[config.mk]
export PLATFORM = sky130hd
export DESIGN_NAME = button_event_gen
export DESIGN_NICKNAME = d
export VERILOG_FILES = /design/src/rtl/button_event_gen.sv
export SDC_FILE = /design/constraint.sdc
export NUM_CORES = 1
export LEC_CHECK = 0
export ABC_AREA = 1
export BUFFER_PORTS_ARGS = -buffer_cell sky130_fd_sc_hd__buf_2
export CORE_ASPECT_RATIO = 0.6
export CORE_MARGIN = 3
export CORE_UTILIZATION = 35
export CTS_CLUSTER_DIAMETER = 200
export DETAILED_ROUTE_END_ITERATION = 16
export PLACE_DENSITY_LB_ADDON = 0.1
export SLEW_MARGIN = 30
export SYNTH_ARGS = -nofsm -noshare
export SYNTH_HDL_FRONTEND = slang
export SYNTH_SLANG_ARGS = --single-unit
export TNS_END_PERCENT = 30
[constraint.sdc]
create_clock -name clk -period 3.5 [get_ports clk]
set_input_delay 0.35 -clock clk [delete_from_list [all_inputs] [get_ports clk]]
set_output_delay 0.35 -clock clk [all_outputs]
set_load 0.005 [all_outputs]
[src/rtl/button_event_gen.sv]
// -----------------------------------------------------------------------------
// button_event_gen
//
// Turns a debounced button level into single-cycle user events (press, short
// click, long press, auto-repeat, release) plus a registered "held" level.
// Runs on the 10 ms system tick, directly after the per-button debouncer, and
// feeds the alarm-clock control FSM.
//
// Optional feature macro: AUTO_REPEAT_EN
//   defined   : repeat_o pulses every REPEAT_TICKS cycles while in long hold
//   undefined : repeat_o is constant 0, the hold counter freezes in LONG and
//               REPEAT_TICKS has no effect (default build)
//
// Parameters:
//   LONG_TICKS   cycles from press to long-press event      (1 .. 2**CNT_W)
//   REPEAT_TICKS cycles between auto-repeat pulses          (1 .. 2**CNT_W)
//   CNT_W        hold-counter width
//
// Ports:
//   clk           system tick clock
//   rst_n         asynchronous active-low reset
//   btn_i         debounced button level, 1 = pressed
//   press_o       one-cycle pulse on press detection
//   click_o       one-cycle pulse on release before the long-press threshold
//   long_press_o  one-cycle pulse when the hold reaches LONG_TICKS
//   repeat_o      one-cycle pulse every REPEAT_TICKS while in long hold
//   release_o     one-cycle pulse on every release
//   held_o        level, 1 while the FSM is in PRESSED or LONG
//   dbg_state_o   current FSM state (IDLE=0, PRESSED=1, LONG=2)
//
// btn_i is a plain level with no handshake: it is sampled on every rising
// edge of clk, and every output is a registered function of that sample and
// the current state, so consumers see each pulse for exactly one cycle.
// -----------------------------------------------------------------------------
module button_event_gen #(
  parameter int LONG_TICKS   = 100,
  parameter int REPEAT_TICKS = 20,
  parameter int CNT_W        = 8
) (
  input  logic       clk,
  input  logic       rst_n,
  input  logic       btn_i,
  output logic       press_o,
  output logic       click_o,
  output logic       long_press_o,
  output logic       repeat_o,
  output logic       release_o,
  output logic       held_o,
  output logic [1:0] dbg_state_o
);

  // Reject tick counts the counter cannot reach.
  if (LONG_TICKS < 1 || LONG_TICKS > (1 << CNT_W) ||
      REPEAT_TICKS < 1 || REPEAT_TICKS > (1 << CNT_W)) begin : g_bad_params
    $error("button_event_gen: tick parameters out of range for CNT_W");
  end

  typedef enum logic [1:0] {
    IDLE    = 2'd0,
    PRESSED = 2'd1,
    LONG    = 2'd2
  } state_e;

  // Terminal counts: cnt counts 0..N-1, so the event fires on the Nth cycle.
  localparam logic [CNT_W-1:0] LONG_LAST = CNT_W'(LONG_TICKS - 1);
`ifdef AUTO_REPEAT_EN
  localparam logic [CNT_W-1:0] REP_LAST  = CNT_W'(REPEAT_TICKS - 1);
`endif

  state_e           state_q;
  logic [CNT_W-1:0] cnt_q;

  assign dbg_state_o = state_q;

  // Single registered FSM. Release (btn_i=0) is tested before any terminal
  // count, which gives release priority over long_press/repeat on the same
  // edge. held_o is loaded with "next state is not IDLE".
  always_ff @(posedge clk or negedge rst_n) begin
    if (!rst_n) begin
      state_q      <= IDLE;
      cnt_q        <= '0;
      press_o      <= 1'b0;
      click_o      <= 1'b0;
      long_press_o <= 1'b0;
      repeat_o     <= 1'b0;
      release_o    <= 1'b0;
      held_o       <= 1'b0;
    end else begin
      press_o      <= 1'b0;
      click_o      <= 1'b0;
      long_press_o <= 1'b0;
      repeat_o     <= 1'b0;
      release_o    <= 1'b0;

      case (state_q)
        IDLE: begin
          if (btn_i) begin
            state_q <= PRESSED;
            press_o <= 1'b1;
            cnt_q   <= '0;
            held_o  <= 1'b1;
          end else begin
            held_o  <= 1'b0;
          end
        end

        PRESSED: begin
          if (!btn_i) begin
            state_q   <= IDLE;
            click_o   <= 1'b1;
            release_o <= 1'b1;
            cnt_q     <= '0;
            held_o    <= 1'b0;
          end else if (cnt_q == LONG_LAST) begin
            state_q      <= LONG;
            long_press_o <= 1'b1;
            cnt_q        <= '0;
            held_o       <= 1'b1;
          end else begin
            cnt_q  <= cnt_q + CNT_W'(1);
            held_o <= 1'b1;
          end
        end

        LONG: begin
          if (!btn_i) begin
            state_q   <= IDLE;
            release_o <= 1'b1;
            cnt_q     <= '0;
            held_o    <= 1'b0;
          end else begin
            held_o <= 1'b1;
`ifdef AUTO_REPEAT_EN
            if (cnt_q == REP_LAST) begin
              repeat_o <= 1'b1;
              cnt_q    <= '0;
            end else begin
              cnt_q <= cnt_q + CNT_W'(1);
            end
`else
            // Without auto-repeat the counter simply parks while held long.
            cnt_q <= cnt_q;
`endif
          end
        end

        default: begin
          state_q <= IDLE;
          cnt_q   <= '0;
          held_o  <= 1'b0;
        end
      endcase
    end
  end

endmodule
==> results.py, run 1 <==
metrics = {
    "logic_synthesis": {
        "synth_area_leaders": "dfrtp_1, nand2_1, ha_1",
        "ys_seq_area_share_pct": 42.0,
        "syn_avg_cell_area_um2": 7.91,
        "syn_area_um2": 893,
        "synth.net_count": 123,
        "yosys_warnings": 0,
        "synthCells": 113,
        "ys_ff_latch": 15,
        "synth_top_area_cell": "dfrtp_1",
        "synthDominantCellAreaShare_pct": 42.0,
        "yosysUniqueCellTypes": 17,
    },
    "detailed_routing": {
        "drtIter0Drc": 29,
        "wl_per_cell_um": 10.8,
        "final_antenna_net_count": 0,
        "first_pass_iters": 4,
        "avgViaCountPerCell": 4.23,
        "wirelength_mm": 1.66,
        "num_vias": 651,
        "drcViolationCount": 0,
    },
    "timing": {
        "finalSetupViolations": 0,
        "max_freq_ghz": 0.646,
        "clock_skew_ns": 0.00709,
        "period_needed_ns": 1.55,
        "setup_slack_ns": 1.95,
        "whs_ns": -0.0112,
        "slew_viol_final": 0,
        "period_share_pct": 44.3,
        "setup_tns_ns": 0,
        "hold_viol_final": 12,
        "rsz0062_at_grt": "false",
    },
    "grt": {
        "grt_pass1_wl_mm": 2.90,
        "grt_pass1_vias": 617,
        "antenna_found_initial": 0,
        "grt_usage_pct": 12.3,
        "gr-total-overflow": 0,
        "grt_max_degree": 19,
    },
    "finish": {
        "multi_input_area_um2": 419,
        "seq_area_um2": 375,
        "syn_to_final_growth_pct": 11.3,
        "layout-drive-gt1-share_pct": 20.2,
        "final_cells": 154,
        "insertedDiodeCount": 0,
        "postLayoutCellArea_um2": 995,
        "nFillCells": 228,
        "layout.nets": 135,
    },
    "pwr": {
        "ir_drop_v": 0.000211,
        "power.leakage_nw": 0.532,
        "powerDensity_nw_per_um2": 494,
    },
    "clocking": {
        "cts_hold_buffers": 0,
        "cts_tree": "yes",
        "cts-htree-levels": 1,
        "clock-root-buffer": "clkbuf_8",
        "clock_path_buffers": 2,
        "clk_pin_slew_ns": 0.07,
        "cts_resized": 0,
        "post_cts_buffers": 0,
        "cts_buffers": 3,
        "insertion_delay_ns": 0.25,
        "cts_sinks": 15,
    },
    "worst_setup_path": {
        "critPathMaxFanout": 18,
        "critPathArrivalTime_ns": 1.69,
        "r2r_setup_slack_ns": 1.95,
        "rr_worst_depth": 8,
        "worstSetupPathType": "register to register",
        "end_kind": "register",
        "reg2reg_from": "dbg_state_o[0]",
        "reg2reg_to": "cnt_q[7]",
        "cp.required_ns": 3.64,
        "critPathLaunchType": "register",
    },
    "floorplanning": {
        "placeableCoreArea_um2": 2290,
        "initial_core_util_pct": 39.0,
        "rows": 13,
        "die_width_um": 71.2,
        "die-area_um2": 3210,
        "num_io_pins": 11,
        "die_h_um": 45.1,
    },
    "placement": {
        "dp_cells": 150,
        "pre_cts_ws_ns": 1.94,
        "place_hpwl_mm": 1.27,
        "placed_cell_area_um2": 948,
        "io_buffer_count": 9,
        "place_congestion": 0.745,
    },
    "run": {
        "max-cap-violations": 0,
    },
    "hold_path": {
        "worstHoldPathType": "input port to async pin",
    },
    "outcome": {
        "status": "finished, violations left",
        "violations": "hold timing",
    },
}
flip-flops by register name, indices dropped and copies added, names as in the netlist:
register / count
cnt_q: 8
dbg_state_o: 2
click_o: 1
held_o: 1
long_press_o: 1
press_o: 1
release_o: 1
stage by stage:
stage                     utilization (%)  total power [W]
after floorplan                         -         0.000318
after global placement               41.4         0.000352
after detailed placement             41.4         0.000351
after CTS                            43.4         0.000498
after global routing                 43.4         0.000529
final                                43.4         0.000492
kinds of logic after synthesis:
| group | count (synthesis) | share of synthesized area (%) |
|---|---|---|
| flops | 15 | 42.0 |
| buf+inv | 21 | 11.1 |
| simple gates | 66 | 33.8 |
| fa+ha+maj | 7 | 9.80 |
| other cells | 1 | 0.420 |
| compound gates | 3 | 2.94 |
synthesized netlist by cell type, drive strengths merged:
cell and n:
conb 1, nand4 1, ha 7, a21oi 1, o21ai 2, buf 2, nand3 9, dfrtp 15
nor2 15, nand2 41, inv 19
layer usage:
metal,vias to the layer above,track usage [%],wire length [µm],part of all wire (%)
li1,356,-,-,-
met1,281,17.9,935,56
met3,3,5.33,92,5.5
met2,11,16.2,621,37
met4,0,3.37,14,0.84
met5,-,0,0,0
cell usage in the layout, fill, tap and decap left out, drive strengths merged:
master / instances
nand3: 9
clkbuf: 3
buf: 9
clkinv: 1
ha: 7
a21oi: 1
conb: 1
nand4: 1
o21ai: 2
nor2: 15
nand2: 41
inv: 19
dfrtp: 15
report_power, final:
group | switching, W | internal [W] | total [W]
clock network | 0.0000638 | 0.0000789 | 0.000143
registers | 0.0000198 | 0.000196 | 0.000216
logic | 0.0000847 | 0.0000485 | 0.000133
total | 0.000168 | 0.000323 | 0.000492
worst max-delay path, stage by stage, from the launching register on:
cell,delay [ns]
dfrtp_1,0.42
inv_1,0.10
ha_1,0.20
inv_1,0.05
nand2_1,0.07
nand2_4,0.20
inv_1,0.13
a21oi_4,0.19
nor2_1,0.07
worst max path at each step:
| stage | depth (start not counted) | end | start |
|---|---|---|---|
| global route | 8 | cnt_q[7] | dbg_state_o[0] |
| detailed placement | 8 | cnt_q[7] | dbg_state_o[0] |
| finish | 8 | cnt_q[7] | dbg_state_o[0] |
| global placement | 8 | cnt_q[7] | dbg_state_o[0] |
| floorplan | 9 | cnt_q[7] | dbg_state_o[0] |
| CTS | 8 | cnt_q[7] | dbg_state_o[0] |
layout make-up:
type	instances	share of cell area [%]
Timing Repair Buffer	9	4.53
Tap cell	30	3.77
Multi-Input combinational cell	77	42.1
Clock buffer	3	4.15
Sequential cell	15	37.7
Clock inverter	1	0.503
Inverter	19	7.17
Power figures use the tool's default switching activity.
==> run 2: changes to the inputs <==
==> constraint.sdc (replaced) <==
create_clock -name clk -period 1.6 [get_ports clk]
set_input_delay 0.16 -clock clk [delete_from_list [all_inputs] [get_ports clk]]
set_output_delay 0.16 -clock clk [all_outputs]
set_load 0.005 [all_outputs]
==> run 2 against run 1 <==
  * The flow now finishes without violations
  * Global-route usage is 0.26 points higher
  * Register-to-register slack worse by 1.8 ns
  * Total power is 130% higher
  * Hold slack better by 0.15 ns
  * Sequential share of layout area is 1.2 points lower
  * Wire length is 3.4% higher
  * Cell count is 1.9% higher
  * Combinational power grew to 2.6 times the previous value
  * Design area is 3.3% higher
  * Clock power is 120% higher
  * Critical endpoint unchanged
==> results.py, run 2 (synthesized netlist as in run 1, its figures left out) <==
metrics = {
    "outcome": {
        "status": "complete, no violations",
    },
    "grt": {
        "grt_pass1_vias": 630,
        "grt_pass1_wl_mm": 2.99,
        "grt_usage_pct": 12.5,
        "gr-total-overflow": 0,
        "grt_max_degree": 17,
        "antenna_found_initial": 0,
    },
    "detailed_routing": {
        "num_vias": 673,
        "drcViolationCount": 0,
        "wl_per_cell_um": 11.0,
        "first_pass_iters": 4,
        "wirelength_mm": 1.72,
        "drtIter0Drc": 16,
        "final_antenna_net_count": 0,
        "avgViaCountPerCell": 4.29,
    },
    "worst_setup_path": {
        "critPathMaxFanout": 16,
        "worstSetupPathType": "register to register",
        "critPathLaunchType": "register",
        "reg2reg_from": "dbg_state_o[1]",
        "cp_slowest_cell": "dfrtp_1",
        "critPathArrivalTime_ns": 1.60,
        "critical_path.top_delay_family": "flip-flops",
        "cp.required_ns": 1.74,
        "path_cells": "inv_1 -> ha_1 -> inv_1 -> nand2_2 -> nand2_8 -> inv_1 -> a21oi_4 -> nor2_1",
        "rr_worst_depth": 8,
        "cp_common_cell": "inv_1",
        "max_stage_delay_ns": 0.40,
        "end_kind": "register",
        "reg2reg_to": "cnt_q[7]",
        "r2r_setup_slack_ns": 0.14,
        "path_buf_inv": 3,
    },
    "timing": {
        "max_freq_ghz": 0.684,
        "slew_viol_final": 0,
        "finalSetupViolations": 0,
        "clock_skew_ns": 0.00126,
        "period_needed_ns": 1.46,
        "period_share_pct": 91.3,
        "hold_viol_final": 0,
        "rsz0062_at_grt": "false",
        "setup_tns_ns": 0,
    },
    "finish": {
        "nFillCells": 236,
        "layout_common_cells": "nand2_1, inv_1, dfrtp_1, nor2_1, buf_2",
        "syn_to_final_growth_pct": 15.0,
        "layout.nets": 138,
        "largest_reg_flops": 8,
        "insertedDiodeCount": 0,
        "layout_commonest_cell": "nand2_1",
        "regMostFlops": "cnt_q",
        "layout-drive-gt1-share_pct": 20.5,
    },
    "floorplanning": {
        "placeableCoreArea_um2": 2290,
        "die_width_um": 71.2,
        "rows": 13,
        "initial_core_util_pct": 39.0,
        "num_io_pins": 11,
        "die_h_um": 45.1,
        "die-area_um2": 3210,
    },
    "placement": {
        "place_hpwl_mm": 1.32,
        "place_congestion": 0.752,
        "io_buffer_count": 9,
    },
    "clocking": {
        "insertion_delay_ns": 0.25,
        "cts_buffers": 3,
        "clock-root-buffer": "clkbuf_8",
        "post_cts_buffers": 0,
        "clk_pin_slew_ns": 0.06,
        "cts_sinks": 15,
        "cts-htree-levels": 1,
        "cts_tree": "yes",
        "clock_path_buffers": 2,
    },
    "pwr": {
        "powerDensity_nw_per_um2": 1100,
        "p_total_w": 0.00113,
        "ir_drop_v": 0.000524,
        "power.leakage_nw": 0.543,
    },
    "run": {
        "max-cap-violations": 0,
    },
    "hold_path": {
        "min_to": "click_o",
        "worstHoldPathType": "input port to register",
        "min_path_cells": 2,
        "holdCritStartpoint": "btn_i",
    },
}
==> run 2: cell count changes in the layout (fill, tap and decap cells not counted), sizes merged <==
| cell | before | now |
|---|---|---|
| clkinv | 1 | 0 |
| clkbuf | 3 | 4 |
| dlygate4sd3 | 0 | 1 |
| buf | 9 | 11 |
==> run 2: through the flow <==
stage               std cells  setup WS, ns  hold slack (ns)  util, %  area, µm²
floorplan                 113         0.280           -0.136        -        893
global placement          152         0.173           0.0856     42.0        963
detailed placement        152         0.107           0.0952     42.0        963
CTS                       157         0.104            0.129     44.4       1020
global route              157       0.00237            0.154     44.8       1030
finish                    157         0.139            0.139     44.8       1030
==> run 2: routing by layer <==
metal | vias up | GRT usage [%] | share of wire (%)
met5 | - | 0 | 0
met4 | 0 | 3.37 | 0.47
met3 | 2 | 5.56 | 5.3
met2 | 9 | 17.7 | 39
met1 | 300 | 17.4 | 55
li1 | 362 | - | -
==> run 2: area by class of cell <==
class	instances	area, µm²	area share [%]
clock buffer	4	45.0	4.38
tap	30	37.5	3.65
sequential	15	375	36.5
inverter	19	71.3	6.94
timing repair buffer	12	70.1	6.82
multi-input combinational	77	428	41.7
==> run 2: power by group <==
| group | internal, W | switching, W |
|---|---|---|
| registers | 0.000429 | 0.0000318 |
| clock network | 0.000177 | 0.000140 |
| logic | 0.000135 | 0.000213 |
==> run 2: worst max-delay path by stage <==
stage / from / to / slack [ns] / depth (start not counted)
6_report: dbg_state_o[1] / cnt_q[7] / 0.14 / 8
5_1_grt: dbg_state_o[1] / cnt_q[7] / 0.002 / 8
4_1_cts: dbg_state_o[1] / cnt_q[7] / 0.10 / 8
3_5_place_dp: dbg_state_o[1] / cnt_q[7] / 0.11 / 8
3_3_place_gp: dbg_state_o[1] / cnt_q[7] / 0.17 / 8
2_1_floorplan: dbg_state_o[0] / cnt_q[7] / 0.28 / 9
==> run 2: what timing repair did <==
item	in CTS	in global routing
endpoints found under the hold margin	15	0
endpoints found under the setup margin	0	5
resized for setup	0	1
hold buffers	1	0
